File: src/rtl/approx_adder_error_monitor_pkg.sv
// approx_mon_pkg: shared FSM state type and width helpers for the approximate adder error monitor
package approx_mon_pkg;
    typedef enum logic [1:0] {IDLE, SWEEP, DRAIN, DONE} state_t;
    localparam int DEF_IN_BITS = 2;
    localparam int DEF_ET = 2;
    function automatic int n_vec(input int in_bits);
        return 1 << (2 * in_bits);
    endfunction
    function automatic int cnt_w(input int in_bits);
        return 2 * in_bits + 1;
    endfunction
    function automatic int sum_w(input int in_bits, input int out_bits);
        return out_bits + 2 * in_bits;
    endfunction
endpackage

File: src/rtl/approx_adder_error_monitor_if.sv
// approx_adder_error_monitor_if: adder stimulus/response and result bundle of the error monitor
interface approx_adder_error_monitor_if import approx_mon_pkg::*; #(
    parameter int IN_BITS  = DEF_IN_BITS,
    parameter int OUT_BITS = IN_BITS + 1
);
    logic                             i_start;
    logic [2*IN_BITS-1:0]             o_stim;
    logic [OUT_BITS-1:0]              i_approx_sum;
    logic                             o_busy;
    logic                             o_done;
    logic [OUT_BITS-1:0]              o_max_err;
    logic [2*IN_BITS:0]               o_err_count;
    logic [OUT_BITS+2*IN_BITS-1:0]    o_sum_abs_err;
    logic                             o_violation;
    modport master (
        output i_start, i_approx_sum,
        input  o_stim, o_busy, o_done, o_max_err, o_err_count, o_sum_abs_err, o_violation
    );
    modport slave (
        input  i_start, i_approx_sum,
        output o_stim, o_busy, o_done, o_max_err, o_err_count, o_sum_abs_err, o_violation
    );
endinterface

File: src/rtl/approx_err_accum.sv
// approx_err_accum: accumulates worst-case, count and sum of absolute adder errors
module approx_err_accum import approx_mon_pkg::*; #(
    parameter int IN_BITS  = DEF_IN_BITS,
    parameter int OUT_BITS = IN_BITS + 1,
    parameter int ET       = DEF_ET
) (
    input  logic                                   clk,
    input  logic                                   rst,
    input  logic                                   i_clear,
    input  logic                                   i_valid,
    input  logic [OUT_BITS-1:0]                    i_exact,
    input  logic [OUT_BITS-1:0]                    i_approx,
    output logic [OUT_BITS-1:0]                    o_max_err,
    output logic [cnt_w(IN_BITS)-1:0]              o_err_count,
    output logic [sum_w(IN_BITS, OUT_BITS)-1:0]    o_sum_abs_err,
    output logic                                   o_violation
);
    localparam int CW = cnt_w(IN_BITS);
    localparam int SW = sum_w(IN_BITS, OUT_BITS);
    localparam logic [OUT_BITS-1:0] ET_V = OUT_BITS'(ET);
    logic [OUT_BITS-1:0] r_max, w_err, w_max;
    logic [CW-1:0]       r_cnt;
    logic [SW-1:0]       r_sum;
    logic                r_viol;
    always_comb begin
        w_err = (i_exact >= i_approx) ? i_exact - i_approx : i_approx - i_exact;
        w_max = (w_err > r_max) ? w_err : r_max;
    end
    always_ff @(posedge clk) begin
        if (rst || i_clear) begin
            r_max  <= '0;
            r_cnt  <= '0;
            r_sum  <= '0;
            r_viol <= 1'b0;
        end else if (i_valid) begin
            r_max  <= w_max;
            r_cnt  <= r_cnt + CW'(w_err != '0);
            r_sum  <= r_sum + SW'(w_err);
            r_viol <= w_max > ET_V;
        end
    end
    assign o_max_err     = r_max;
    assign o_err_count   = r_cnt;
    assign o_sum_abs_err = r_sum;
    assign o_violation   = r_viol;
endmodule

File: src/rtl/approx_adder_error_monitor.sv
// approx_adder_error_monitor: exhaustive sweep of an approximate adder with error statistics
module approx_adder_error_monitor import approx_mon_pkg::*; #(
    parameter int IN_BITS  = DEF_IN_BITS,
    parameter int OUT_BITS = IN_BITS + 1,
    parameter int ET       = DEF_ET
) (
    input logic                         clk,
    input logic                         rst,
    approx_adder_error_monitor_if.slave bus
);
    localparam int AW = 2 * IN_BITS;
    localparam logic [AW-1:0] LAST = AW'(n_vec(IN_BITS) - 1);
    state_t                        r_state, w_next;
    logic [AW-1:0]                 r_index;
    logic                          r_p1_valid;
    logic [OUT_BITS-1:0]           r_p1_exact, r_p1_approx;
    logic                          w_accept;
    logic [OUT_BITS-1:0]           w_max_err;
    logic [cnt_w(IN_BITS)-1:0]     w_err_count;
    logic [sum_w(IN_BITS, OUT_BITS)-1:0] w_sum_abs_err;
    logic                          w_violation;
    always_comb begin
        w_accept = bus.i_start && (r_state == IDLE || r_state == DONE);
        w_next   = w_accept ? SWEEP :
                   r_state == SWEEP ? (r_index == LAST ? DRAIN : SWEEP) :
                   r_state == DRAIN ? DONE : IDLE;
    end
    // index returns to 0 on its own when the last vector rolls over
    always_ff @(posedge clk) begin
        if (rst) begin
            r_state     <= IDLE;
            r_index     <= '0;
            r_p1_valid  <= 1'b0;
            r_p1_exact  <= '0;
            r_p1_approx <= '0;
        end else begin
            r_state     <= w_next;
            r_index     <= (r_state == SWEEP) ? r_index + 1'b1 : '0;
            r_p1_valid  <= r_state == SWEEP;
            r_p1_exact  <= OUT_BITS'(r_index[IN_BITS-1:0]) + OUT_BITS'(r_index[AW-1:IN_BITS]);
            r_p1_approx <= bus.i_approx_sum;
        end
    end
    approx_err_accum #(.IN_BITS(IN_BITS), .OUT_BITS(OUT_BITS), .ET(ET)) u_accum (
        .clk           (clk),
        .rst           (rst),
        .i_clear       (w_accept),
        .i_valid       (r_p1_valid),
        .i_exact       (r_p1_exact),
        .i_approx      (r_p1_approx),
        .o_max_err     (w_max_err),
        .o_err_count   (w_err_count),
        .o_sum_abs_err (w_sum_abs_err),
        .o_violation   (w_violation)
    );
    assign bus.o_stim        = r_index;
    assign bus.o_busy        = r_state == SWEEP || r_state == DRAIN;
    assign bus.o_done        = r_state == DONE;
    assign bus.o_max_err     = w_max_err;
    assign bus.o_err_count   = w_err_count;
    assign bus.o_sum_abs_err = w_sum_abs_err;
    assign bus.o_violation   = w_violation;
endmodule
File: src/flat_wrapper.sv
// flat-port wrapper written by rule: the top's interface ports become plain ports
module approx_adder_error_monitor_flat import approx_mon_pkg::*;
#(
    parameter int IN_BITS  = DEF_IN_BITS,
    parameter int OUT_BITS = IN_BITS + 1,
    parameter int ET       = DEF_ET
)
  (clk, rst, bus_i_start, bus_i_approx_sum, bus_o_stim, bus_o_busy, bus_o_done, bus_o_max_err, bus_o_err_count, bus_o_sum_abs_err, bus_o_violation);
  approx_adder_error_monitor_if #(.IN_BITS(IN_BITS), .OUT_BITS(OUT_BITS)) bus_i ();
  input logic clk;
  input logic rst;
  input wire logic [$bits(bus_i.i_start)-1:0] bus_i_start;
  input wire logic [$bits(bus_i.i_approx_sum)-1:0] bus_i_approx_sum;
  output wire logic [$bits(bus_i.o_stim)-1:0] bus_o_stim;
  output wire logic [$bits(bus_i.o_busy)-1:0] bus_o_busy;
  output wire logic [$bits(bus_i.o_done)-1:0] bus_o_done;
  output wire logic [$bits(bus_i.o_max_err)-1:0] bus_o_max_err;
  output wire logic [$bits(bus_i.o_err_count)-1:0] bus_o_err_count;
  output wire logic [$bits(bus_i.o_sum_abs_err)-1:0] bus_o_sum_abs_err;
  output wire logic [$bits(bus_i.o_violation)-1:0] bus_o_violation;
  assign bus_i.i_start = bus_i_start;
  assign bus_i.i_approx_sum = bus_i_approx_sum;
  assign bus_o_stim = bus_i.o_stim;
  assign bus_o_busy = bus_i.o_busy;
  assign bus_o_done = bus_i.o_done;
  assign bus_o_max_err = bus_i.o_max_err;
  assign bus_o_err_count = bus_i.o_err_count;
  assign bus_o_sum_abs_err = bus_i.o_sum_abs_err;
  assign bus_o_violation = bus_i.o_violation;
  approx_adder_error_monitor #(.IN_BITS(IN_BITS), .OUT_BITS(OUT_BITS), .ET(ET)) u_core (.clk(clk), .rst(rst), .bus(bus_i));
endmodule
File: config.mk
export PLATFORM = sky130hd
export DESIGN_NAME = approx_adder_error_monitor_flat
export DESIGN_NICKNAME = d
export VERILOG_FILES = /design/src/rtl/approx_adder_error_monitor_pkg.sv /design/src/rtl/approx_adder_error_monitor_if.sv /design/src/rtl/approx_err_accum.sv /design/src/rtl/approx_adder_error_monitor.sv /design/src/flat_wrapper.sv
export SDC_FILE = /design/constraint.sdc
export NUM_CORES = 1
export LEC_CHECK = 0
export CAP_MARGIN = 15
export CORE_MARGIN = 3
export CORE_UTILIZATION = 25
export CTS_BUF_LIST = sky130_fd_sc_hd__clkbuf_4
export CTS_CLUSTER_DIAMETER = 100
export DETAILED_ROUTE_END_ITERATION = 7
export PLACE_DENSITY = 0.42
export SLEW_MARGIN = 20
export SYNTH_ARGS = -nofsm -noshare
export SYNTH_HDL_FRONTEND = slang
export SYNTH_SLANG_ARGS = --single-unit
File: constraint.sdc
create_clock -name clk -period 7.24 [get_ports clk]
set_input_delay 1.086 -clock clk [delete_from_list [all_inputs] [get_ports clk]]
set_output_delay 1.086 -clock clk [all_outputs]
set_load 0.03 [all_outputs]
======== Yosys cells after proc, flatten, opt, wreduce, memory -nomap -nowiden ========
Cells that the tools add are included.
operators by class
  $add $sub $neg .......................... 6
  order comparisons ....................... 3
  equality and inequality tests ........... 4
  mux-type cells .......................... 6
  bitwise logic cells ..................... 1
  reduce and logical (&&, ||, !) cells .... 8
operators with widths
  cell                                                                              count
  7-bit by 3-bit adder with 7-bit output                                            1
  2-bit 2-to-1 mux                                                                  3
  3-bit 2-to-1 mux                                                                  2
  3-bit subtractor                                                                  2
  5-bit by 1-bit adder with 5-bit output                                            1
  4-bit by 1-bit adder with 4-bit output (second input constant)                    1
  2-bit equality test (second input constant)                                       2
  4-bit equality test (second input constant)                                       1
  2-bit OR reduction                                                                2
  2-bit by 2-bit adder with 3-bit output                                            1
  3-bit >= comparator                                                               1
  3-bit by 2-bit greater-than comparator with 1-bit output (second input constant)  1
  3-bit greater-than comparator                                                     1
  1-bit logical OR                                                                  3
  3-bit nonzero test                                                                1
  2-bit by 1-bit equality test with 1-bit output (second input constant)            1
  2-bit zero test                                                                   1
  1-bit logical AND                                                                 1
  1-bit 2-to-1 mux                                                                  1
  1-bit inverter                                                                    1
word-level totals
  register bits ........................... 29
  bits of input ports ..................... 6
  output and inout bits ................... 22
  logic and storage cells ................. 38

======== Longest topological paths before layout ========
  depth in word-level cells ............... 5
  mapped depth ............................ 13
  depth with buffers taken out ............ 13

======== By module ========
From an unflattened synthesis, not the netlist that was laid out.
unflattened totals
  cells, all modules ...................... 166
  area, all modules ....................... 1596.5 um^2
by module, submodules not included
  module                      times used  cells an instance  area an instance (um^2)  sequential area each (um^2)
  approx_err_accum            1           116                1073.5                   320.3
  approx_adder_error_monitor  1           50                 523.0                    260.2

======== Least setup slack after synthesis ========
Ideal clock, no wire load.
  kind .................................... reg-to-reg
  start point ............................. register u_core.r_p1_approx[0]
  end point ............................... register u_core.u_accum.r_viol (netlist: u_core.u_accum.o_violation)
  setup time .............................. 0.074 ns
  data arrival time ....................... 2.452 ns
  data required time ...................... 7.166 ns
  path slack .............................. 4.714 ns
  stages on the path, launching flop included .. 12
  buffers on the path ..................... 0
  period minus slack after synthesis ...... 2.526 ns
  cell sequence ........................... dfxtp_1 inv_1 ha_1 nand2b_4 a2111oi_1 a311oi_2 ha_1 nand2_1 o21ai_1 nand3_1 nand3b_1 a31oi_1
between the ends
  longest elaborated chain between the ends .. 5
  elaborated cells on any way between the ends .. 7
  classes of those cells .................. add/sub (2); order compare (3); mux (2)
RTL lines
  item                                                          RTL line                          text
  start: declaration                                            approx_adder_error_monitor.sv:16  logic [OUT_BITS-1:0] r_p1_exact, r_p1_approx;
  start signal: assignment                                      approx_adder_error_monitor.sv:41  r_p1_approx <= bus.i_approx_sum;
  3-bit subtractor or 3-bit >= comparator (tied branches)       approx_err_accum.sv:26            w_err = (i_exact >= i_approx) ? i_exact - i_approx : i_approx - i_exact;
  3-bit 2-to-1 mux (*)                                          approx_err_accum.sv:26
  3-bit greater-than comparator                                 approx_err_accum.sv:27            w_max = (w_err > r_max) ? w_err : r_max;
  3-bit 2-to-1 mux (*)                                          approx_err_accum.sv:27
  3-bit by 2-bit greater-than comparator with 1-bit output (*)  approx_err_accum.sv:39            r_viol <= w_max > ET_V;
  end signal: assignment                                        approx_err_accum.sv:39
  end: declaration                                              approx_err_accum.sv:24            logic r_viol;
Mark *: on every way between the ends. The rest lies on a longest branch, timed or not.
A chain may end at the register's enable or synchronous reset.

======== Final worst setup path ========
Same ends and word-level chain as after synthesis.

==> impl_metrics.tcl <==
set metrics [dict create \
    viasPerCell 4.53 \
    wl_per_cell_um 11.8 \
    crit_type "flip-flop to flip-flop" \
    syn-num-nets 183 \
    end_kind "flip-flop" \
    path_cells "inv_1 -> ha_1 -> nand2b_4 -> a2111oi_1 -> a311oi_2 -> ha_1 -> nand2_1 -> o21ai_1 -> nand3_1 -> nand3b_1 -> a31oi_1" \
    post_cts_buffers 0 \
    start_util_pct 26.5 \
    path_buf_inv 1 \
    cts_hold_buf 0 \
    cp_data_arrival_time_ps 3190 \
    drt_iter0_drc 34 \
    synth_cell_types 32 \
    holdWs_ps 505 \
    hold_viol 0 \
    report.final.setup_viol 0 \
    p_int_mw 0.258 \
    synth.area.top_cells "dfxtp_1 39%, ha_1 14%, fa_1 5.4%, nor2_1 4.5%, xor2_1 4.1%" \
    setup_tns_ps 0 \
    p_leak_nw 0.784 \
    drc 0 \
    first_global_vias 1177 \
    cap_viol_max_count 0 \
    cts-resized-gates 0 \
    htree_levels 2 \
    synth_cells 156 \
    synth.avg_cell_area_um2 9.58 \
    die_h_um 83.3 \
    die_area_mm2 0.00694 \
    critPathLaunchType "flip-flop" \
    layout-drive-gt1-share_pct 5.35 \
    netSwitchingFraction_pct 27.3 \
    crit_required_ps 7490 \
    die_x_um 83.3 \
    dpl.hpwl_mm 2.35 \
    grt_setup_unrepaired "false" \
    clock_sinks 29 \
    yosysSeqAreaShare_pct 38.9 \
    p_comb_share_pct 14.5 \
    powerDensity_mw_per_mm2 185 \
    power.switching_mw 0.0969 \
    clk_latency_ps 320 \
    wl_mm 3.05 \
    grt_use_total_pct 9.64 \
    grt_max_degree 19 \
    ys_ff_latch 29 \
    antenna_found_initial 0 \
    finalPower_mw 0.355 \
    yosysTopAreaCell "dfxtp_1" \
    grt.overflow.total 0 \
    slew_headroom_pct 53.0 \
    synth-edff-count 0 \
    drv_slew 0 \
    core_mm2 0.00564 \
    synthArstFlopShare_pct 0 \
    hold_path.class "flip-flop to flip-flop" \
    fin_nets 213 \
    synth_top_area_share_pct 38.9 \
    critical_path.top_delay_family "compound AO/OA/AOI/OAI gates" \
    post-route-period-util_pct 40.6 \
    firstDrtPassIters 4 \
    clk_pin_slew_ps 110 \
    critPathMaxFanout 5 \
    antennaDiodeCount 0 \
    io_buffers 27 \
    period_minus_slack_ps 2940 \
    gp_congestion 0.829 \
    fmax_mhz 340 \
    vias 1174 \
    rows 27 \
    cts.path.max_buffers 2 \
    cts_made_buffers 5 \
    grt_first_pass_wirelength_mm 5.44 \
    ant_nets 0 \
    regToRegSetupSlack_ps 4300 \
    peakVddDrop_mv 0.0688 \
    root_buffer "clkbuf_4" \
    netlist_area_mm2 0.00149 \
    fin_skew_ps 7.18 \
    seq_power_share_pct 47.4 \
    power.share.clock_pct 38.0 \
    ys.flop_type "dfxtp_1" \
    status "complete, no violations" \
    synth.most_common_cell "dfxtp_1" \
    area_delta_synth_final_pct 28.3 \
    crit_path_max_incr_delay_ps 530 \
    yosys_warnings 0 \
    crit_top_cell "ha_1" \
    worst_slew_pin_slew_ps 703 \
    io_pins 28 \
    synth_common_cells "29 x dfxtp_1, 18 x nor2_1, 17 x ha_1" \
    cts_tree "done" \
    cpMaxStageDelayCell "a2111oi_1" \
]
==> final timing paths <==
kind	from	to	cells after the start
worst max-delay path	u_core.r_p1_approx[0]$_SDFF_PP0_	u_core.u_accum.o_violation$_SDFFE_PP0P_	11
worst min-delay path	u_core.bus.o_stim[0]$_SDFF_PP0_	u_core.bus.o_stim[0]$_SDFF_PP0_	1
worst max register to register	u_core.r_p1_approx[0]$_SDFF_PP0_	u_core.u_accum.o_violation$_SDFFE_PP0P_	11
worst min register to register	u_core.bus.o_stim[0]$_SDFF_PP0_	u_core.bus.o_stim[0]$_SDFF_PP0_	1
==> final cells by class <==
class                      count  area (um2)
clock buffer                   5        37.5
inverter                      15        56.3
fill                         573        3720
clock inverter                 3        41.3
timing repair buffer          27         270
tap                           72        90.1
multi-input combinational    108         841
sequential                    29         581
==> power by group through the flow <==
stage	Combinational [mW]	Sequential, mW	Clock [mW]
final	0.0515	0.168	0.135
after global routing	0.0588	0.169	0.147
after CTS	0.0526	0.169	0.141
after detailed placement	0.0525	0.172	0
after global placement	0.0511	0.172	0
after floorplan	0.0350	0.173	0
==> cell usage in the layout (no fill, tap or decap), types with 3 or more instances in the layout <==
cell / instances
dfxtp_1: 29
clkdlybuf4s50_1: 27
nor2_1: 18
ha_1: 17
inv_1: 15
nand2_1: 10
nor2b_1: 7
xor2_1: 7
a21oi_1: 5
nand3_1: 5
mux2i_1: 5
clkbuf_4: 5
nand4_1: 4
fa_1: 4
a21o_1: 3
a211oi_1: 3
nand2b_1: 3
xnor2_1: 3
==> state kept, by name, summed over array words and instances, names as in the netlist <==
signal                        count
u_core.r_p1_valid                 1
u_core.u_accum.o_max_err          3
u_core.u_accum.o_sum_abs_err      7
u_core.r_state                    2
u_core.r_p1_exact                 3
u_core.u_accum.o_err_count        5
u_core.bus.o_stim                 4
u_core.r_p1_approx                3
u_core.u_accum.o_violation        1
==> layer usage <==
layer / GRT usage [%] / up-vias / share of wire (%)
met5: 0 / - / 0
met2: 15.4 / 34 / 47
met4: 4.31 / 0 / 2.3
li1: - / 583 / -
met3: 3.57 / 9 / 5.2
met1: 11.5 / 548 / 45
==> through the flow <==
stage | instances | utilization (%) | instance area (um2) | setup WS, ps
after global routing | 259 | 34.0 | 1920 | 4070
after global placement | 251 | 32.6 | 1840 | 4480
after CTS | 259 | 34.0 | 1920 | 4270
final | 259 | 34.0 | 1920 | 4300
after detailed placement | 251 | 32.6 | 1840 | 4300
after floorplan | 156 | - | 1490 | 4710
==> kinds of logic after synthesis <==
kind of cell | after synthesis | share of synthesized area [%]
AOI/OAI and AO/OA | 20 | 9.63
xor gates and xnor gates | 10 | 5.86
adders and majority gates | 21 | 19.6
buffers and inverters | 19 | 4.86
DFF | 29 | 38.9
muxes | 6 | 4.35
and+or+nand+nor | 51 | 16.8
Note: power is estimated with default switching activity, not from simulation.
==> patch: new RTL, config.mk and constraints unchanged <==
`DEF_IN_BITS`: 2 -> 3.
--- a/src/rtl/approx_adder_error_monitor_pkg.sv
+++ b/src/rtl/approx_adder_error_monitor_pkg.sv
@@ -3,3 +3,3 @@
     typedef enum logic [1:0] {IDLE, SWEEP, DRAIN, DONE} state_t;
-    localparam int DEF_IN_BITS = 2;
+    localparam int DEF_IN_BITS = 3;
     localparam int DEF_ET = 2;
Interface: changed (5 resized); port bits go from 28 to 37. No check against the original RTL was run, so the function may have changed too.
==> patch against the unedited design <==
- sequential cell count grew 10
- count of clock-buffer cells in the layout grew 1
- design area grew 36%
- total power grew 21%
- first-iteration DRC count grew 15%
- utilization shrank 1.1 points
- synthesized cell count grew 46%
- worst setup slack lost 0.30 ns
- clock power shrank 22%
- routed wire length grew 40%
- area after synthesis grew 40%
==> patch: results (changes against the unedited design) <==
stage	metric	value	unit	change
run_status	status	complete, no violations		
setup_path	CP max FO	6		+1
global_route	total global-route track usage	0.0957		-0.000741
drt	Iteration-0 DRC Markers	39		+15%
synth	Post-synth ARST share	0		unchanged
global_route	initial antenna violation count	0		unchanged
synth	post-synth cell types	36		+13%
synth	sequential cell area fraction in the yosys report	0.373		-0.0158
min_path	hold-critical path depth	2		+1
power_and_ir_drop	Pleak	1.04	nW	+32%
placed_design	input/output buffers	36		+33%
min_path	Worst Hold End	u_core.u_accum.o_err_count[6]$_SDFFE_PP0P_		
drt	final wirelength	4280	um	+40%
setup_path	Worst Reg-to-Reg Cells	14		+3
setup_path	Worst Path Arrival	3.44	ns	+0.25 ns
cells_and_area	Final #Nets	300		+41%
synth	Post-Syn Nets	262		+43%
drt	DRT Pass-1 Iters	5		+1
cells_and_area	number of flip-flops in the largest register	10		+3
min_path	Worst Min Path Start	u_core.u_accum.o_err_count[6]$_SDFFE_PP0P_		
setup_path	CP Launch Point	u_core.r_p1_exact[0]$_SDFF_PP0_		
setup_path	crit path to	u_core.u_accum.o_max_err[2]$_SDFFE_PP0P_		
timing	relative slew slack	0.463		-0.0674
placed_design	gpl congestion	0.778		-6.2%
setup_path	R2R setup slack	4.00	ns	-0.30 ns
cells_and_area	fraction of layout cells with a size suffix above 1	0.0455		-0.00802
global_route	largest net degree at the start of global routing	22		+3
timing	WHS	0.501	ns	-0.00392 ns
synth	synth top area cells	dfxtp_1 (37%), ha_1 (14%), nor2_1 (4.8%)		
synth	most common library cells after synthesis	dfxtp_1 (39), nor2_1 (27), ha_1 (24), inv_1 (21), a21oi_1 (13)		
placed_design	dpl hpwl	3300	um	+40%
power_and_ir_drop	maximum VDD drop	0.0000611	V	-11%
drt	total vias in the final route	1592		+36%
global_route	first-pass GRT wire length	7600	um	+40%
cells_and_area	Fill cells	871		+52%
==> patch: changes by cell type after synthesis, moves of 6 or more <==
| cell | before | now |
|---|---|---|
| ha_1 | 17 | 24 |
| inv_1 | 15 | 21 |
| dfxtp_1 | 29 | 39 |
| o21ai_0 | 1 | 9 |
| a21oi_1 | 5 | 13 |
| nor2_1 | 18 | 27 |
==> patch: cell type report <==
class	instances	area share
Sequential cell	39	0.299
Inverter	21	0.0302
Clock buffer	6	0.0173
Tap cell	102	0.0489
Timing Repair Buffer	36	0.138
Multi-Input combinational cell	162	0.466
==> patch: cell families (layout without fill, tap and decap cells) <==
family / after synthesis / count (layout) / synth area share
simple gates: 67 / 67 / 0.154
compound gates: 43 / 43 / 0.136
flops: 39 / 39 / 0.373
fa+ha+maj: 28 / 28 / 0.182
buf+inv: 26 / 63 / 0.0466
xor+xnor: 14 / 14 / 0.0585
mux: 10 / 10 / 0.0508
==> patch: per-layer routing <==
layer	track usage	share of wire	up-vias
met2	0.146	0.44	21
met4	0.0383	0.013	0
met1	0.129	0.51	716
met5	0	0	-
met3	0.0237	0.036	5
li1	-	-	850
==> patch: report_power, final <==
part	switching, W	internal [W]	total, W
combinational	0.0000536	0.0000419	0.0000955
sequential	0.00000893	0.000222	0.000231
clock	0.0000663	0.0000384	0.000105
==> patch: worst max-delay path, stage by stage (launching register included) <==
cell and delay [ns]:
dfxtp_1 0.33, inv_1 0.05, ha_1 0.15, inv_1 0.06, fa_1 0.45, a21oi_1 0.23, o21ai_0 0.13, mux2i_1 0.14
o21ai_2 0.25, ha_1 0.31, and4_1 0.19, a21oi_1 0.33, nand2_1 0.23, mux2i_1 0.21, nor2_1 0.05
==> patch: metrics by stage <==
step	setup slack, ns	instances	utilization	instance area (sq um)
2_1_floorplan	4.37	227	-	2090
3_3_place_gp	4.08	360	0.323	2560
3_5_place_dp	4.00	360	0.323	2560
4_1_cts	3.99	366	0.329	2610
5_1_grt	3.67	366	0.329	2610
6_report	4.00	366	0.329	2610
